===== src/rtl/ocram_dual_port_arbiter.sv =====
// Round-robin arbiter letting two Avalon-MM requesters share one single-port on-chip RAM.
// After reset it can scrub every RAM word before admitting traffic.
module ocram_dual_port_arbiter #(
    parameter int                ADDR_W      = 8,
    parameter int                DATA_W      = 32,
    parameter bit                SCRUB_EN    = 1'b1,
    parameter logic [DATA_W-1:0] SCRUB_VALUE = '0
) (
    input  logic                  clk,
    input  logic                  reset,
    output logic                  init_done,
    input  logic [2*ADDR_W-1:0]   m_address,
    input  logic [1:0]            m_read,
    input  logic [1:0]            m_write,
    input  logic [2*DATA_W/8-1:0] m_byteenable,
    input  logic [2*DATA_W-1:0]   m_writedata,
    output logic [1:0]            m_waitrequest,
    output logic [DATA_W-1:0]     m_readdata,
    output logic [1:0]            m_readdatavalid,
    output logic [ADDR_W-1:0]     ram_address,
    output logic [DATA_W/8-1:0]   ram_byteenable,
    output logic                  ram_chipselect,
    output logic                  ram_write,
    output logic [DATA_W-1:0]     ram_writedata,
    input  logic [DATA_W-1:0]     ram_readdata
);

    localparam int BE_W = DATA_W / 8;
    localparam logic [ADDR_W:0] SCRUB_LAST = {1'b0, {ADDR_W{1'b1}}};

    typedef enum logic {
        ST_INIT,
        ST_RUN
    } state_t;

    state_t            state_q, state_d;
    logic [ADDR_W:0]   scrub_cnt_q, scrub_cnt_d;
    logic              rr_ptr_q, rr_ptr_d;
    logic              init_done_q, init_done_d;
    logic [1:0]        rvalid_q, rvalid_d;
    logic [ADDR_W-1:0] addr_q, addr_d;

    logic [ADDR_W-1:0] addr_v [2];
    logic [BE_W-1:0]   be_v   [2];
    logic [DATA_W-1:0] wd_v   [2];
    logic [1:0]        req;
    logic [1:0]        gnt;
    logic              g_idx;
    logic              g_rd;

    genvar gi;
    generate
        for (gi = 0; gi < 2; gi++) begin : g_req_slice
            assign addr_v[gi] = m_address[gi*ADDR_W +: ADDR_W];
            assign be_v[gi]   = m_byteenable[gi*BE_W +: BE_W];
            assign wd_v[gi]   = m_writedata[gi*DATA_W +: DATA_W];
            assign req[gi]    = m_read[gi] | m_write[gi];
        end
    endgenerate

    // Grant: lone requester wins, contention resolved by rr_ptr; nothing is granted in reset or scrub.
    always_comb begin
        gnt   = 2'b00;
        g_idx = rr_ptr_q;
        if (!reset && state_q == ST_RUN) begin
            g_idx = (req == 2'b11) ? rr_ptr_q : req[1];
            if (req != 2'b00) begin
                gnt = g_idx ? 2'b10 : 2'b01;
            end
        end
        g_rd = m_read[g_idx] & ~m_write[g_idx];
    end

    always_comb begin
        ram_chipselect = 1'b0;
        ram_write      = 1'b0;
        ram_address    = addr_q;
        ram_byteenable = be_v[g_idx];
        ram_writedata  = wd_v[g_idx];
        if (!reset && state_q == ST_INIT) begin
            ram_chipselect = 1'b1;
            ram_write      = 1'b1;
            ram_address    = scrub_cnt_q[ADDR_W-1:0];
            ram_byteenable = '1;
            ram_writedata  = SCRUB_VALUE;
        end else if (gnt != 2'b00) begin
            ram_chipselect = 1'b1;
            ram_write      = m_write[g_idx];
            ram_address    = addr_v[g_idx];
        end
    end

    always_comb begin
        state_d     = state_q;
        scrub_cnt_d = scrub_cnt_q;
        init_done_d = init_done_q;
        rr_ptr_d    = rr_ptr_q;
        addr_d      = ram_address;
        rvalid_d    = gnt & {2{g_rd}};
        if (state_q == ST_INIT) begin
            scrub_cnt_d = scrub_cnt_q + 1'b1;
            if (scrub_cnt_q == SCRUB_LAST) begin
                state_d     = ST_RUN;
                init_done_d = 1'b1;
            end
        end
        if (gnt != 2'b00) begin
            rr_ptr_d = ~g_idx;
        end
    end

    always_ff @(posedge clk) begin
        if (reset) begin
            state_q     <= SCRUB_EN ? ST_INIT : ST_RUN;
            scrub_cnt_q <= '0;
            init_done_q <= ~SCRUB_EN;
            rr_ptr_q    <= 1'b0;
            rvalid_q    <= 2'b00;
            addr_q      <= '0;
        end else begin
            state_q     <= state_d;
            scrub_cnt_q <= scrub_cnt_d;
            init_done_q <= init_done_d;
            rr_ptr_q    <= rr_ptr_d;
            rvalid_q    <= rvalid_d;
            addr_q      <= addr_d;
        end
    end

    // Masking with reset drops a read that completes while reset is already asserted.
    assign m_readdatavalid = reset ? 2'b00 : rvalid_q;
    assign m_readdata      = ram_readdata;
    assign m_waitrequest   = ~gnt;
    assign init_done       = init_done_q;

endmodule

===== config.mk =====
export PLATFORM = sky130hd
export DESIGN_NAME = ocram_dual_port_arbiter
export DESIGN_NICKNAME = d
export VERILOG_FILES = /design/src/rtl/ocram_dual_port_arbiter.sv
export SDC_FILE = /design/constraint.sdc
export NUM_CORES = 1
export LEC_CHECK = 0
export CAP_MARGIN = 5
export CELL_PAD_IN_SITES_DETAIL_PLACEMENT = 1
export CELL_PAD_IN_SITES_GLOBAL_PLACEMENT = 1
export CORE_MARGIN = 4
export CORE_UTILIZATION = 19
export DETAILED_ROUTE_END_ITERATION = 8
export PLACE_DENSITY_LB_ADDON = 0.1
export SLEW_MARGIN = 5
export SYNTH_ARGS = -nofsm -noshare
export SYNTH_HDL_FRONTEND = slang
export SYNTH_SLANG_ARGS = --single-unit

===== constraint.sdc =====
create_clock -name clk -period 1.7 [get_ports clk]
set_input_delay 0.255 -clock clk [delete_from_list [all_inputs] [get_ports clk]]
set_output_delay 0.255 -clock clk [all_outputs]
set_load 0.01 [all_outputs]

==> results.sh <==
export IMPL_min_period_over_period_pct=121
export IMPL_die_w_um=114
export IMPL_final_max_slew_violation_count=0
export IMPL_max_stage_delay_ns=0.34
export IMPL_irDropWorstVdd_uv=348
export IMPL_max_slew_worst_pin_slew_ns=0.360
export IMPL_crit_chain="buf_6, nand2b_4, nor2_8, buf_6, o21ai_4, buf_6, buf_12, buf_12, nand2_4, a21oi_2, buf_2"
export IMPL_whs_ns=0.427
export IMPL_crit_start="state_q$_SDFF_PP0_"
export IMPL_utilization_pct=41.3
export IMPL_synth_top_area_share_pct=20.6
export IMPL_status="complete, but fails checks"
export IMPL_ys_top_cells_by_count="nand2_1, buf_4, a21oi_1"
export IMPL_setup_viol=46
export IMPL_wirelength_um=11000
export IMPL_tns_ns=-11.14
export IMPL_place_ws_ns=-0.896
export IMPL_cellPowerDensity_mw_per_mm2=415
export IMPL_power_mw=1.87
export IMPL_area_growth_synth_to_final_pct=111
export IMPL_drtPass1Iterations=4
export IMPL_power_leakage_nw=1.96
export IMPL_overflow=0
export IMPL_antenna_found_initial=0
export IMPL_rsz0062_at_grt="true"
export IMPL_netlist_cell_type_count=47
export IMPL_synth_most_common_cell="nand2_1"
export IMPL_design_area_mm2=0.00451
export IMPL_cts_path_max_buffers=2
export IMPL_place_area_mm2=0.00384
export IMPL_clk_latency_ns=0.26
export IMPL_synth_top_flop_cell="dfxtp_1"
export IMPL_cp_required_ns=1.44
export IMPL_start_kind="flip-flop"
export IMPL_drtIter0Drc=99
export IMPL_grt_pass1_vias=3017
export IMPL_tritoncts="built"
export IMPL_crit_arrival_ns=1.81
export IMPL_via_count=2799
export IMPL_htree_levels=1
export IMPL_cts_buffers_inserted=3
export IMPL_syn_inst=311
export IMPL_slowest_stage="dfxtp_2"
export IMPL_yosysSeqAreaShare_pct=20.6
export IMPL_crit_top_cell="buf_6"
export IMPL_synth_area_mm2=0.00214
export IMPL_setup_ws_ns=-0.362
export IMPL_clock_sinks=22
export IMPL_initial_core_util_pct=19.6
export IMPL_path_class="reg2out"
export IMPL_ant_nets=0
export IMPL_yosysTopAreaCell="dfxtp_1"
export IMPL_fin_cells=629
export IMPL_postSynthAreaPerCell_um2=6.88
export IMPL_synth_edf_count=0
export IMPL_endpoint_kind="primary output"
export IMPL_die_h_um=114
export IMPL_yosysWarnings=0
export IMPL_routedWlPerCell_um=17.4
export IMPL_drive_above_1_share_pct=47.9
export IMPL_timing_fmax_ghz=0.485
export IMPL_viasPerCell=4.45
export IMPL_clock_skew_ns=0.00244
export IMPL_cap_violations=0
export IMPL_nFillCells=1315
export IMPL_ios=209
export IMPL_dieArea_mm2=0.0130
export IMPL_root_buffer="clkbuf_16"
export IMPL_hp_class="in2reg"
export IMPL_netlist_top_cells_area="dfxtp_1, buf_4, nand2_1"
export IMPL_hold_violations=0
export IMPL_syn_nets=439
export IMPL_slew_headroom_pct=76.0
export IMPL_grt_pass1_wl_um=16500
export IMPL_r2r_start="state_q$_SDFF_PP0_"
export IMPL_clk_pin_slew_worst_paths_ns=0.06
export IMPL_drc=0
export IMPL_globalRouteTotalUtil_pct=16.1
export IMPL_gp_congestion=0.766
export IMPL_rows=38
export IMPL_critPathMaxFanout=6
export IMPL_fin_nets=618
export IMPL_design_core_area_mm2=0.0109
export IMPL_antenna_cells=0
export IMPL_port_buffers=144
export IMPL_ys_async_sr_fraction_pct=0
export IMPL_min_period_ns=2.06
export IMPL_hp_start="m_write[1]"
export IMPL_grt_max_degree=33
export IMPL_dp_cells=594
export IMPL_ys_ff_latch=22
export IMPL_violations="setup timing"
export IMPL_detailed_place_hpwl_um=7760
cell usage in the layout (no fill, tap or decap), types with 3 or more instances in the layout:
cell type,Yosys,layout
clkbuf_16,0,3
a21oi_2,15,32
buf_12,0,11
nand2_1,69,45
o22ai_2,0,8
o31ai_1,5,5
a21oi_1,33,15
clkdlybuf4s50_1,0,91
nor2_4,0,4
o22ai_1,15,7
and3_1,3,3
dlygate4sd2_1,0,4
dfxtp_1,22,20
nand3_1,10,9
nand2_2,10,21
buf_2,4,40
buf_6,5,21
nor2b_1,5,3
nor2_1,29,27
inv_1,4,4
xor2_1,5,5
buf_4,36,51
nand2_4,1,12
worst max-delay path: cells and delay by family, from the launching register on:
family / cells / cell delay (ns)
DFF: 1 / 0.34
buffers and inverters: 6 / 0.76
AOI/OAI and AO/OA: 2 / 0.26
and+or+nand+nor: 3 / 0.19
power breakdown:
part	total (mW)	switching (mW)	internal [mW]
combinational	0.665	0.273	0.392
sequential	0.533	0.00926	0.524
clock	0.675	0.207	0.468
total	1.87	0.488	1.38
logic make-up after synthesis:
group,Yosys count,share of synthesized area [%]
compound gates,85,27.0
simple gates,139,30.2
fa+ha+maj,2,1.17
xor+xnor,6,2.45
buf+inv,56,18.1
flops,22,20.6
mux,1,0.468
state kept, by name, indices dropped and copies added, names as in the netlist:
register     cells
rr_ptr_q         1
addr_q           8
rvalid_q         2
scrub_cnt_q      9
state_q          1
init_done        1
final cells by class:
type / instances / area (um^2) / area share, %
timing repair buffer: 225 / 2100 / 46.5
multi-input combinational: 233 / 1670 / 37.0
sequential: 22 / 445 / 9.87
tap: 140 / 175 / 3.88
clock buffer: 3 / 75.1 / 1.66
clock inverter: 1 / 30.0 / 0.665
inverter: 5 / 18.8 / 0.416
worst paths after layout:
check	endpoint	depth (start not counted)	slack, ns
worst max-delay path	ram_writedata[22]	11	-0.36
worst min-delay path	rvalid_q[1]$_SDFF_PP0_	3	0.43
worst max register to register	addr_q[5]$_SDFF_PP0_	10	0.05
worst min register to register	init_done$_SDFFE_PP0P_	2	0.49
metal layers:
layer  part of all wire, %  wire length (um)  GRT usage (%)  up-vias
met5                     0                 0              0        -
met4                  0.57                62           2.30        0
met3                   5.2               575           3.54       12
met2                    55              6010           30.4       72
met1                    39              4310           18.8     1326
li1                      -                 -              -     1389
timing repair:
item,4_1_cts,5_1_grt
cloned,4,0
hold buffers,0,0
resized for setup,275,43
setup buffers,22,8
setup endpoints to repair,55,51
pin swaps,43,16
(Power assumes the default switching activity.)
